$ cat config.mk
export PLATFORM = sky130hd
export DESIGN_NAME = reg_file
export DESIGN_NICKNAME = d
export VERILOG_FILES = /design/src/rtl/reg_file.sv
export SDC_FILE = /design/constraint.sdc
export NUM_CORES = 2
export LEC_CHECK = 0
export BUFFER_PORTS_ARGS = -buffer_cell sky130_fd_sc_hd__buf_4
export CAP_MARGIN = 10
export CORE_AREA = 2 2 461 554
export CTS_CLUSTER_SIZE = 16
export DETAILED_ROUTE_END_ITERATION = 10
export DIE_AREA = 0 0 463 556
export PLACE_DENSITY = 0.36
export SLEW_MARGIN = 20
export SYNTH_ARGS = -nofsm -noshare
export SYNTH_HDL_FRONTEND = slang
export SYNTH_SLANG_ARGS = --single-unit
$ cat constraint.sdc
create_clock -name CLK -period 5.5 [get_ports CLK]
set_input_delay 0.825 -clock CLK [delete_from_list [all_inputs] [get_ports CLK]]
set_output_delay 0.825 -clock CLK [all_outputs]
set_load 0.05 [all_outputs]
$ cat src/rtl/reg_file.sv
// 32 x 32 register file: two combinational read ports, one synchronous write port, x0 hardwired to zero.
// Optional write-to-read forwarding is enabled by defining REG_FILE_BYPASS_EN.
module reg_file #(
  parameter int DATA_WIDTH = 32,
  parameter int ADDR_WIDTH = 5
) (
  input  logic [DATA_WIDTH-1:0] IN,
  output logic [DATA_WIDTH-1:0] OUT1,
  output logic [DATA_WIDTH-1:0] OUT2,
  input  logic [ADDR_WIDTH-1:0] INADDRESS,
  input  logic [ADDR_WIDTH-1:0] OUT1ADDRESS,
  input  logic [ADDR_WIDTH-1:0] OUT2ADDRESS,
  input  logic                  WRITE,
  input  logic                  CLK,
  input  logic                  RESET
);

  localparam int NUM_REGS = 2 ** ADDR_WIDTH;

  logic [DATA_WIDTH-1:0] regs_r [NUM_REGS];
  logic                  wr_en_s;
  logic                  fwd1_s;
  logic                  fwd2_s;

  // A read port yields zero in reset or at x0, the in-flight write data when forwarded, else storage.
  function automatic logic [DATA_WIDTH-1:0] select_read(
    input logic                  rst_ok,
    input logic [ADDR_WIDTH-1:0] addr,
    input logic                  fwd,
    input logic [DATA_WIDTH-1:0] wdata,
    input logic [DATA_WIDTH-1:0] stored
  );
    logic [DATA_WIDTH-1:0] res;
    if (!rst_ok || (addr == {ADDR_WIDTH{1'b0}})) begin
      res = {DATA_WIDTH{1'b0}};
    end else if (fwd) begin
      res = wdata;
    end else begin
      res = stored;
    end
    return res;
  endfunction

  // Write qualification: x0 writes are dropped so its storage never leaves zero.
  always_comb begin
    wr_en_s = 1'b0;
    if (RESET && WRITE && (INADDRESS != {ADDR_WIDTH{1'b0}})) begin
      wr_en_s = 1'b1;
    end else begin
      wr_en_s = 1'b0;
    end
  end

  // Forwarding hits per read port; constant zero when the feature is compiled out.
  always_comb begin
    fwd1_s = 1'b0;
    fwd2_s = 1'b0;
`ifdef REG_FILE_BYPASS_EN
    if (wr_en_s && (INADDRESS == OUT1ADDRESS)) begin
      fwd1_s = 1'b1;
    end else begin
      fwd1_s = 1'b0;
    end
    if (wr_en_s && (INADDRESS == OUT2ADDRESS)) begin
      fwd2_s = 1'b1;
    end else begin
      fwd2_s = 1'b0;
    end
`else
    fwd1_s = 1'b0;
    fwd2_s = 1'b0;
`endif
  end

  // Storage: asynchronous clear of every entry, otherwise at most one entry loads per edge.
  always_ff @(posedge CLK or negedge RESET) begin
    if (!RESET) begin
      for (int i = 0; i < NUM_REGS; i++) begin
        regs_r[i] <= {DATA_WIDTH{1'b0}};
      end
    end else if (wr_en_s) begin
      regs_r[INADDRESS] <= IN;
    end else begin
      regs_r[INADDRESS] <= regs_r[INADDRESS];
    end
  end

  // Combinational read ports, zero latency.
  always_comb begin
    OUT1 = {DATA_WIDTH{1'b0}};
    OUT2 = {DATA_WIDTH{1'b0}};
    OUT1 = select_read(RESET, OUT1ADDRESS, fwd1_s, IN, regs_r[OUT1ADDRESS]);
    OUT2 = select_read(RESET, OUT2ADDRESS, fwd2_s, IN, regs_r[OUT2ADDRESS]);
  end

endmodule

**After elaboration in Yosys (flattened, before gate mapping)**

Index checks and enable logic that the tools add are counted.

- Flip-flop bits (word level): 1024
- Input bits: 50
- Output and inout port bits: 64
- Logic and storage cells: 65

- $lt $le $gt $ge: 4
- Multiplexer cells: 17
- Bitwise operators: 3
- Reduce and logical (&&, ||, !) cells: 9

Operators with widths:

| cell | number |
|---|---|
| bitwise mux 1024 bit | 2 |
| two-way mux 1024 bit | 1 |
| binary-select mux 32 bit (select 5 bit) | 3 |
| two-way mux 32 bit | 9 |
| demux 32 bit (select 5 bit) | 1 |
| greater-or-equal comparator 6 bit (second input constant) | 3 |
| inverter 5 -> 6 bit | 3 |
| zero test 5 bit | 2 |
| less-than comparator 6 x 1 -> 1 bit (second input constant) | 1 |
| nonzero test 5 bit | 1 |
| logical AND 1 bit | 3 |
| logical OR 1 bit | 2 |
| zero test 1 bit | 1 |
| two-way mux 1 bit | 1 |

**Longest topological paths before layout**

- Word-level depth: 7
- Depth in mapped cells: 10
- Depth with buffers taken out: 5

**Worst setup path before layout**

No wires, ideal clock.

- Kind: in2out
- From: input port OUT2ADDRESS[0]
- To: output port OUT2[19]
- Arrival: 2.915 ns
- Path slack: 1.760 ns
- Cell stages on the path: 7
- Path buffers: 3
- Cells stage by stage: clkbuf_1 > clkbuf_1 > buf_2 > mux4_2 > mux2i_1 > o22ai_1 > or2_2

- Longest elaborated chain between the ends: 5
- Elaborated cells on any way between the ends: 7

RTL lines:

| element | RTL line | text |
|---|---|---|
| start, declared | 12 | `input logic [ADDR_WIDTH-1:0] OUT2ADDRESS,` |
| inverter 5 -> 6 bit (not written as such) | 93 | `OUT2 = select_read(RESET, OUT2ADDRESS, fwd2_s, IN, regs_r[OUT2ADDRESS]);` |
| binary-select mux 32 bit (select 5 bit) | 93 |  |
| two-way mux 32 bit (not written as such) (2 in series) | 93 |  |
| two-way mux 32 bit * | 34 | `if (!rst_ok \|\| (addr == {ADDR_WIDTH{1'b0}})) begin` |
| end, declared | 9 | `output logic [DATA_WIDTH-1:0] OUT2,` |

Mark *: on every way between the ends. The rest lies on a longest branch, timed or not. The select of a mux whose other input is x is not followed.

**Worst setup path in the final report**

- From: input port RESET
- To: output port OUT1[21]

- Longest elaborated chain between the ends: 3

RTL lines:

| element | RTL line | text |
|---|---|---|
| start, declared | 15 | `input logic RESET` |
| zero test 1 bit | 34 |  |
| logical OR 1 bit | 34 |  |
| two-way mux 32 bit | 34 |  |
| end, declared | 8 | `output logic [DATA_WIDTH-1:0] OUT1,` |

No other way between the ends.

==> results.txt <==
run status - finished clean
dominant combinational cell family by area after synthesis - multiplexers
HPWL after detailed placement - 162000 um
post-synthesis share of cell area spent on xor and xnor gates - 0%
CTS max path bufs - 4
Relative slew margins - 26.2%
Yosys warnings - 0
number of I/O pins - 114
total grt overflow - 0
minimum clock period - 4.81 ns
peak per-stage delay on the critical path - 0.95 ns
total global routing track utilization - 21.2%
dpl cells - 7503
Pre-antenna DRT Iters - 7
number of global-route vias before repair - 44200
clock root buffer - clkbuf_16
overall via count from detail_route - 41600
timing-limited maximum frequency - 208 MHz
Cell Pwr Density - 420 nW/um^2
minimum hold slack - 0.409 ns
peak fanout along the critical path - 44
Core Rows - 202
detailed-route DRC error count - 0
Final nets - 4330
synthesized-area fraction occupied by ao, oa, aoi and oai cells - 3.71%
cell repeated most along the worst path - buf_4
worst skew pair latency - 0.84 ns
Num Clock Sinks - 1024
initial core utilization - 24.9%
critical path start-end classification - in2out
flops & latches, synth - 1024
Least-Margin Pin Slew - 1.11 ns
Die Wd - 463 um
cell count after synthesis - 4331
area of the die - 257000 um^2
library cell contributing the largest single delay on the critical path - or4b_4
Final Max Slew Viols - 0
mean area per synthesized cell - 14.5 um^2
utilization of the core after routing - 28.7%
Lkg Pwr - 30.4 nW
total of fill cells in the finished design - 25400
adder and majority cell fraction of the synthesized area - 0%
total clock buffers created by CTS - 139
post-CTS resize count - 0
data arrival time of the critical path - 3.98 ns
register ranked first by flip-flop count - regs_r
max FFs per register - 1024
largest registers - regs_r (1024)
post-route insts no fill - 7746
commonest non-fill, non-tap cells in the layout - 1025 x mux2_2, 1024 x dfrtp_1, 608 x mux4_2, 578 x mux2i_1, 285 x o22ai_1
TritonCTS clock tree - built
Worst setup SP type - input port
final weighted congestion of routability-driven global placement - 0.754
simple logic cell fraction of the synthesized area - 2.08%
async set or reset register ratio after synthesis - 100%
Cell variety after synth - 40
violation count after the first detailed-routing iteration - 3003
antenna violations before repair - 6
maximum number of pins on one net before global-route repair - 133
fraction of the yosys area taken by sequential cells - 40.9%
average wire per standard cell - 35.5 um
WHS Path Cells - 0
most common cell after layout, fill and taps aside - mux2_2
VDD IR-drop max - 0.000257 V
Setup Slack @ Placement - 1.03 ns
CTS H-tree lvls - 4
die height - 556 um
crit-path cells - dlygate4sd3_1 > buf_8 > or4b_4 > buf_4 > o22ai_1 > or2_2 > buf_4
antenna violation net count after detailed routing - 0
Layout Skew - 0.0519 ns
total setup violations reported at the end of the flow - 0
mean number of vias per cell - 5.37
share of final-layout standard cells stronger than drive strength 1 - 52.6%
number of synthesized flops with an enable pin - 0
Net Count, Synth - 4381
core region area - 252000 um^2
clock-pin slew on the worst setup and hold paths - 0.05 ns
global-route wire length before repair - 383000 um
Buffers on Ports - 113
Tightest Hold Check Type - reg2reg
capturing element type of the critical path - output port
cell area after synthesis - 62700 um^2
DRT Wirelength - 275000 um
depth of the worst register-to-register path - 6
worst-case setup margin in the final layout - 0.691 ns
fraction of synthesized area in multiplexers - 49.5%
area growth from synthesis to layout - 15.4%
setup repair after global routing missed its margin - no
Top FF cell, synth - dfrtp_1
final hold violation count - 0
reported max-cap violation count - 0
Total Neg Setup Slack - 0 ns
portion of the clock cycle consumed by the worst path in the final layout - 87.4%
data required time at the worst endpoint - 4.68 ns
worst setup slack for register-to-register paths - 2.95 ns
## kinds of logic after synthesis
| kind of cell | after synthesis |
|---|---|
| flops | 1024 |
| compound gates | 352 |
| buf+inv | 512 |
| mux | 2211 |
| simple gates | 232 |
## final timing paths
kind | from | endpoint
max in group asynchronous | RESET | regs_r[846]
worst max register to register | regs_r[359] | regs_r[711]
worst min-delay path | regs_r[1001] | regs_r[1001]
min in group asynchronous | RESET | regs_r[893]
worst max-delay path | RESET | OUT1[21]
worst min register to register | regs_r[1001] | regs_r[1001]
## routing by layer
layer  GRT usage [%]  up-vias  share of wire, %
li1                -    17000                 -
met4            5.54        0               2.6
met1            27.7    23300                43
met2            36.9      961                50
met3            2.49      314               3.5
met5               0        -                 0
## what timing repair did
item                      4_1_cts  5_1_grt
hold endpoints to repair       20        0
hold buffers                    1        0
buffers inserted                0        0
## critical path, delay by kind of cell
family                 cells  cell delay (ns)
AOI/OAI and AO/OA          1             0.22
and+or+nand+nor            2             1.18
buffers and inverters      4             1.61
## cell usage after synthesis, types with 27 or more instances
master / instances / area, um^2
clkbuf_1: 171 / 642
nand2_1: 42 / 158
a211oi_1: 27 / 203
nor2_1: 45 / 169
or2_2: 65 / 407
o22ai_1: 285 / 1780
nor4_1: 29 / 181
mux2i_1: 578 / 5790
buf_1: 53 / 199
dfrtp_1: 1024 / 25600
mux4_2: 608 / 13700
mux2_2: 1025 / 11500
buf_2: 240 / 1200
## through the flow
step	power (mW)	cell area, um^2
6_report	30.4	72400
5_1_grt	32.0	72400
4_1_cts	30.8	72400
3_5_place_dp	21.3	67800
3_3_place_gp	21.2	67800
2_1_floorplan	18.3	62700
## final cells by class
class                           count  area, um^2  area share (%)
Tap cell                         3366        4210            5.82
Timing Repair Buffer              319        2890            3.99
Clock inverter                     36         455           0.629
Multi-Input combinational cell   2795       35200            48.6
Sequential cell                  1024       25600            35.4
Clock buffer                      201        4040            5.58
Inverter                            1        3.75         0.00519
Antenna cell                        4        10.0          0.0138
## where the power goes
| group | internal, mW | leakage, nW | switching [mW] |
|---|---|---|---|
| clock network | 5.51 | 2.22 | 3.73 |
| logic | 5.11 | 15.0 | 4.00 |
| registers | 9.83 | 13.2 | 2.26 |
| total | 20.4 | 30.4 | 9.99 |
No activity file was read; power rests on OpenSTA's default activity.
